## src/rtl/systolic_skew_feeder_if.sv

```systemverilog
// Activation vector stream into the skew feeder: one vector per beat,
// valid/ready handshake, with an end-of-frame marker.
interface systolic_skew_feeder_if #(
  parameter int PE_ARRAY_H    = 32,
  parameter int IN_DATA_WIDTH = 8
);
  logic                                    vec_vld;
  logic                                    vec_rdy;
  logic                                    vec_last;
  logic [0:PE_ARRAY_H-1][IN_DATA_WIDTH-1:0] vec_data;

  modport master (output vec_vld, output vec_last, output vec_data, input  vec_rdy);
  modport slave  (input  vec_vld, input  vec_last, input  vec_data, output vec_rdy);
endinterface

```

## src/rtl/systolic_skew_feeder.sv

```systemverilog
// Row-skewing activation feeder for the systolic PE mesh. Row r of each
// accepted vector is delayed by r extra cycles so the mesh sees a diagonal
// wavefront. After the last vector of a frame the skew lines are flushed with
// zero bubbles and o_done pulses when the last row's last element is out.
module systolic_skew_feeder #(
  parameter int PE_ARRAY_H    = 32,
  parameter int IN_DATA_WIDTH = 8
) (
  input  logic                                    clk,
  input  logic                                    rst,
  systolic_skew_feeder_if.slave                   vec_if,
  output logic [0:PE_ARRAY_H-1][IN_DATA_WIDTH-1:0] o_left_data,
  output logic [0:PE_ARRAY_H-1]                    o_left_vld,
  output logic                                    o_busy,
  output logic                                    o_done
);

  localparam int CNT_W = $clog2(PE_ARRAY_H);

  typedef enum logic [1:0] {
    IDLE   = 2'd0,
    STREAM = 2'd1,
    FLUSH  = 2'd2
  } state_e;

  state_e           state_q, state_d;
  logic [CNT_W-1:0] cnt_q, cnt_d;
  logic             done_q, done_d;
  logic             accept;

  // Ready depends on state alone, so there is no path from vec_vld to vec_rdy.
  assign vec_if.vec_rdy = (state_q != FLUSH);
  assign accept         = vec_if.vec_vld && vec_if.vec_rdy;
  assign o_busy         = (state_q != IDLE);
  assign o_done         = done_q;

  // Frame sequencing: stream until the last vector, then hold off input for
  // H-1 cycles while the deepest row drains; leave FLUSH on the edge that takes
  // the counter to 0, which is also when the last row's last element lands.
  always_comb begin
    state_d = state_q;
    cnt_d   = cnt_q;
    done_d  = 1'b0;
    unique case (state_q)
      IDLE, STREAM: begin
        if (accept) begin
          if (vec_if.vec_last) begin
            state_d = FLUSH;
            cnt_d   = CNT_W'(PE_ARRAY_H - 1);
          end else begin
            state_d = STREAM;
          end
        end
      end
      FLUSH: begin
        cnt_d = cnt_q - CNT_W'(1);
        if (cnt_q == CNT_W'(1)) begin
          state_d = IDLE;
          done_d  = 1'b1;
        end
      end
      default: state_d = IDLE;
    endcase
  end

  // State, flush counter and completion pulse registers.
  always_ff @(posedge clk or negedge rst) begin
    if (!rst) begin
      state_q <= IDLE;
      cnt_q   <= '0;
      done_q  <= 1'b0;
    end else begin
      state_q <= state_d;
      cnt_q   <= cnt_d;
      done_q  <= done_d;
    end
  end

  for (genvar r = 0; r < PE_ARRAY_H; r++) begin : g_row
    logic [r:0]                    vld_q, vld_d;
    logic [r:0][IN_DATA_WIDTH-1:0] data_q, data_d;

    // Stage 0 takes the new element (or a zero bubble); later stages shift.
    always_comb begin
      vld_d     = vld_q;
      data_d    = data_q;
      vld_d[0]  = accept;
      data_d[0] = accept ? vec_if.vec_data[r] : '0;
      for (int s = 1; s <= r; s++) begin
        vld_d[s]  = vld_q[s-1];
        data_d[s] = data_q[s-1];
      end
    end

    // Skew chain for row r: reset discards anything partially skewed.
    always_ff @(posedge clk or negedge rst) begin
      if (!rst) begin
        vld_q  <= '0;
        data_q <= '0;
      end else begin
        vld_q  <= vld_d;
        data_q <= data_d;
      end
    end

    assign o_left_vld[r]  = vld_q[r];
    assign o_left_data[r] = data_q[r];
  end

endmodule

```

## src/flat_wrapper.sv

```systemverilog
// flat-port wrapper written by rule: the top's interface ports become plain ports
module systolic_skew_feeder_flat 
#(
  parameter int PE_ARRAY_H    = 32,
  parameter int IN_DATA_WIDTH = 8
)
  (clk, rst, o_left_data, o_left_vld, o_busy, o_done, vec_if_vec_vld, vec_if_vec_last, vec_if_vec_data, vec_if_vec_rdy);
  systolic_skew_feeder_if #(.PE_ARRAY_H(PE_ARRAY_H), .IN_DATA_WIDTH(IN_DATA_WIDTH)) vec_if_i ();
  input  logic clk;
  input  logic rst;
  output logic [0:PE_ARRAY_H-1][IN_DATA_WIDTH-1:0] o_left_data;
  output logic [0:PE_ARRAY_H-1] o_left_vld;
  output logic o_busy;
  output logic o_done;
  input wire logic [$bits(vec_if_i.vec_vld)-1:0] vec_if_vec_vld;
  input wire logic [$bits(vec_if_i.vec_last)-1:0] vec_if_vec_last;
  input wire logic [$bits(vec_if_i.vec_data)-1:0] vec_if_vec_data;
  output wire logic [$bits(vec_if_i.vec_rdy)-1:0] vec_if_vec_rdy;
  assign vec_if_i.vec_vld = vec_if_vec_vld;
  assign vec_if_i.vec_last = vec_if_vec_last;
  assign vec_if_i.vec_data = vec_if_vec_data;
  assign vec_if_vec_rdy = vec_if_i.vec_rdy;
  systolic_skew_feeder #(.PE_ARRAY_H(PE_ARRAY_H), .IN_DATA_WIDTH(IN_DATA_WIDTH)) u_core (.clk(clk), .rst(rst), .vec_if(vec_if_i), .o_left_data(o_left_data), .o_left_vld(o_left_vld), .o_busy(o_busy), .o_done(o_done));
endmodule
```

## config.mk

```make
export PLATFORM = sky130hd
export DESIGN_NAME = systolic_skew_feeder_flat
export DESIGN_NICKNAME = d
export VERILOG_FILES = /design/src/rtl/systolic_skew_feeder_if.sv /design/src/rtl/systolic_skew_feeder.sv /design/src/flat_wrapper.sv
export SDC_FILE = /design/constraint.sdc
export NUM_CORES = 2
export LEC_CHECK = 0
export CORE_MARGIN = 2
export CORE_UTILIZATION = 35
export DETAILED_ROUTE_END_ITERATION = 10
export PLACE_DENSITY_LB_ADDON = 0.25
export SETUP_SLACK_MARGIN = 0.1
export SLEW_MARGIN = 40
export SYNTH_ARGS = -nofsm -noshare
export SYNTH_HDL_FRONTEND = slang
export SYNTH_SLANG_ARGS = --single-unit
```

## constraint.sdc

```tcl
create_clock -name clk -period 1.6 [get_ports clk]
set_clock_uncertainty 0.1 [all_clocks]
set_input_delay 0.24 -clock clk [delete_from_list [all_inputs] [get_ports clk]]
set_output_delay 0.24 -clock clk [all_outputs]
set_load 0.05 [all_outputs]
```

# After elaboration in Yosys (flattened, before gate mapping)
# Cells that the tools add are included.
# totals
register_bits	4760
output_inout_bits	291
word_cells	619
# classes
n_addsub	1
eq_ne	7
n_mux	41
n_reduce_logical	7
# op_table
cell	count
$mux W8	32
$mux W5	2
$pmux W5 S2	1
$mux W2	3
$eq A5 B1 Y1 const B	1
$sub A5 B1 Y5 const B	1
$ne A2 B1 Y1 const B	2
$ne A2 B2 Y1 const B	2
$pmux W2 S2	1
$reduce_bool A2 Y1	2
$reduce_and A3 Y1	1
$eq A2 B1 Y1 const B	1
$eq A2 B2 Y1 const B	1
$logic_not A2 Y1	1
$mux W1	2
$reduce_and A2 Y1	1
$reduce_or A2 Y1	1
$logic_and A1 B1 Y1	1

# Logic depth before layout (Yosys ltp)
# depth
depth_word	4
ltp_mapped	6

# Worst setup path before layout
# No wires, ideal clock.
# synth_timing
kind	reg2out
startpoint	register u_core.state_q[1]
endpoint	output port vec_if_vec_rdy
t_arrival_ns	1.091
required_ns	1.260
slack_ns	0.169
path_stages_with_launch	6
path_buffers	3
path_cell_list	dfrtp_1 nor2b_2 buf_6 inv_4 buf_6 buf_6
# synth_via
elab_chain_cells	1
# synth_rtl
element	line	source
start: declaration	systolic_skew_feeder.sv:26	state_e state_q, state_d;
start signal: assignment	systolic_skew_feeder.sv:73	state_q <= state_d;
$ne A2 B2 Y1	systolic_skew_feeder.sv:32	assign vec_if.vec_rdy = (state_q != FLUSH);
end: declaration	flat_wrapper.sv:18	output wire logic [$bits(vec_if_i.vec_rdy)-1:0] vec_if_vec_rdy;
# Every way passes these cells.

# Final worst setup path
# layout_timing
startpoint	register u_core.state_q[0]
endpoint	output port o_busy
# layout_via
elab_chain_cells	1
# layout_rtl
element	line	source
$reduce_bool A2 Y1	systolic_skew_feeder.sv:34	assign o_busy = (state_q != IDLE);
end: declaration	flat_wrapper.sv:13	output logic o_busy;
# Every way passes these cells.

==> results.txt <==
status: complete, but fails checks
failing checks: negative setup slack
Comb power frac: 0.089
I/O pins: 551
synthesized instance count: 4606
Multi-input gate area: 3040 µm²
Final Setup Violations: 539
CP required: 1.26 ns
Worst-path clk slew: 0.06 ns
post-route setup slack: -0.612 ns
cell taking the most area after synthesis: dfrtp_1
CP Capture Type: output port
syn avg cell area: 23.6 µm²
Synth area leaders: dfrtp_1 (98%), and3_1 (1.5%), buf_6 (0.25%), clkbuf_1 (0.11%), ha_1 (0.023%)
P_int: 0.192 W
Die ar.: 316000 µm²
minimum clock period: 2.21 ns
maximum VDD drop: 1.49 mV
layout cells sized above 1: 0.242
Via Count: 40400
startpoint types: flip-flop
total power: 0.249 W
Post-Place Worst Slack: 0.0252 ns
maximum level of the CTS H-tree: 5
vias in the first global route: 46700
Leak: 70.7 nW
Routed Antenna Nets: 0
Crit Path Max Fanout: 2
vias per cell: 3.84
Core Area: 309000 µm²
Yosys top cell area share: 0.980
register area: 107000 µm²
Skew-Pair Late Insertion Delay: 0.91 ns
Net Sw Power: 0.0569 W
fin crit share: 1.38
Root Buffer: clkbuf_16
Syn Nets: 4868
Final #Nets: 6322
total gr overflow: 0
max_slew headroom: 0.580
Initial Util: 0.352
Clock Tree Buf Depth: 4
Worst Max-Slew Pin Slew: 0.621 ns
Initial DRC Count: 2038
register share of total power: 0.521
Yosys warnings: 0
area grow syn2layout: 31.2%
DP Wirelength: 89.9 mm
initial antenna violation count: 36
routed wire length per instance: 16.2 µm
Port Buf Inserts: 550
RSZ-0062 raised after global routing: true
Post-route DRC: 0
All-Layer GR Usage: 0.112
max frequency: 0.452 GHz
post-synthesis sequential area ratio: 0.980
WL final: 170 mm
drt first pass iters: 7
WS Path Type: reg2out
filler cell count: 25700
pwr dens: 1740 nW/µm²
Hold Crit Class: in2async
Die X: 562 µm
Sink Count: 4264
fin. max-slew vios: 0
CTS buffer count: 411
Synth Register Bits: 4264
Sw Share: 0.228
Synth Cell Area: 109000 µm²
largest net degree at the start of global routing: 91
final cell utilization of the core: 0.462
max_cap viols: 0
synth unique cells: 25
Arrival @ worst endpoint: 1.87 ns
die height: 562 µm
CTS tree: done
final count of hold timing violations: 0
first-pass GRT wire length: 273 mm
row count: 204
power share of the clock group: 0.390
Final GP Congestion: 0.728
[Yosys cell counts]
master,instances
dfrtp_1,4264
and3_1,256
clkbuf_1,33
buf_6,24
a211oi_1,3
nor2_1,3
a21oi_1,2
and2_1,2
ha_1,2
inv_1,2
a311oi_1,1
a31oi_1,1
a41oi_1,1
and3b_1,1
buf_2,1
buf_4,1
inv_4,1
mux2_2,1
mux2i_1,1
nor2b_2,1
nor3_1,1
nor4_4,1
nor4b_1,1
o21bai_1,1
or2_2,1
[worst paths after layout]
kind                                                   startpoint                                     end  slack (ns)  cells after the start
setup reg to reg                    u_core.state_q[1]$_DFFE_PN0P_    u_core.g_row[13].data_d[9]$_DFF_PN0_       -0.53                     10
hold reg to reg            u_core.g_row[23].data_d[122]$_DFF_PN0_  u_core.g_row[23].data_d[130]$_DFF_PN0_        0.21                      0
hold / removal                                                rst   u_core.g_row[19].data_d[15]$_DFF_PN0_        0.09                      4
setup / recovery                    u_core.state_q[0]$_DFFE_PN0P_                                  o_busy       -0.61                      3
max in group asynchronous                                     rst         u_core.o_left_data[0]$_DFF_PN0_        0.30                      6
min in group clk           u_core.g_row[23].data_d[122]$_DFF_PN0_  u_core.g_row[23].data_d[130]$_DFF_PN0_        0.21                      0
[routing by layer]
metal	routed length, µm	track usage	up-vias
li1	-	-	17500
met1	73000	0.150	21700
met2	81600	0.174	842
met3	9580	0.0303	378
met4	6070	0.0432	12
met5	76	0	-
[state kept, by name (all words and copies together), names as in the netlist]
signal	cells
u_core.o_done	1
u_core.cnt_q	5
u_core.g_row.data_d	3968
u_core.o_left_data	248
u_core.g_row.data_q	8
u_core.g_row.vld_q	32
u_core.state_q	2
[through the flow]
stage / setup TNS, ns / cells / hold WS (ns) / instance area, µm²
3_5_place_dp: 0 / 9429 / 0.0153 / 122000
3_3_place_gp: 0 / 9429 / 0.0154 / 122000
4_1_cts: -206.04 / 10500 / 0.0413 / 143000
6_report: -157.77 / 10500 / 0.0929 / 143000
5_1_grt: -198.83 / 10500 / 0.100 / 143000
2_1_floorplan: 0 / 4606 / -0.156 / 109000
[logic make-up after synthesis]
family          after synthesis  share of synthesized area
buf+inv                      62                    0.00386
flops                      4264                      0.980
fa+ha+maj                     2                   0.000230
simple gates                267                     0.0155
compound gates                9                   0.000586
mux                           2                   0.000195
[layout make-up]
type	instances	share of cell area
Clock buffer	600	0.0851
Tap cell	4120	0.0361
Antenna cell	16	0.000280
Timing Repair Buffer	1100	0.0962
Clock inverter	155	0.0138
Multi-Input combinational cell	280	0.0213
Inverter	3	0.000131
Sequential cell	4264	0.747
[layout by cell type (no fill, tap or decap), drive strengths merged, types with 16 or more instances in the layout]
cell           Yosys  layout
dfrtp           4264    4264
clkbuf            33     600
buf               26     584
dlygate4sd3        0     259
clkdlybuf4s50      0     257
and3             256     256
clkinv             0      93
bufinv             0      27
clkinvlp           0      19
inv                3      19
diode              0      16
[power by group through the flow]
stage / clock network [W] / registers (W) / logic, W
floorplan: 0 / 0.134 / 0.00213
global placement: 0 / 0.131 / 0.0141
detailed placement: 0 / 0.132 / 0.0143
CTS: 0.101 / 0.130 / 0.0230
global route: 0.106 / 0.132 / 0.0235
finish: 0.0971 / 0.130 / 0.0222
[what timing repair did]
action,CTS,global route
endpoints found under the setup margin,525,539
cloned,43,0
pin swaps,60,80
gates resized for setup,532,50
endpoints found under the hold margin,4528,0
hold buffers,261,0
setup buffers,33,12
[worst max-delay path: stages, from the launching register on]
cell and delay (ns):
dfrtp_1 0.43, buf_6 0.14, or2_4 0.25, buf_8 0.15
Power figures use the tool's default switching activity.
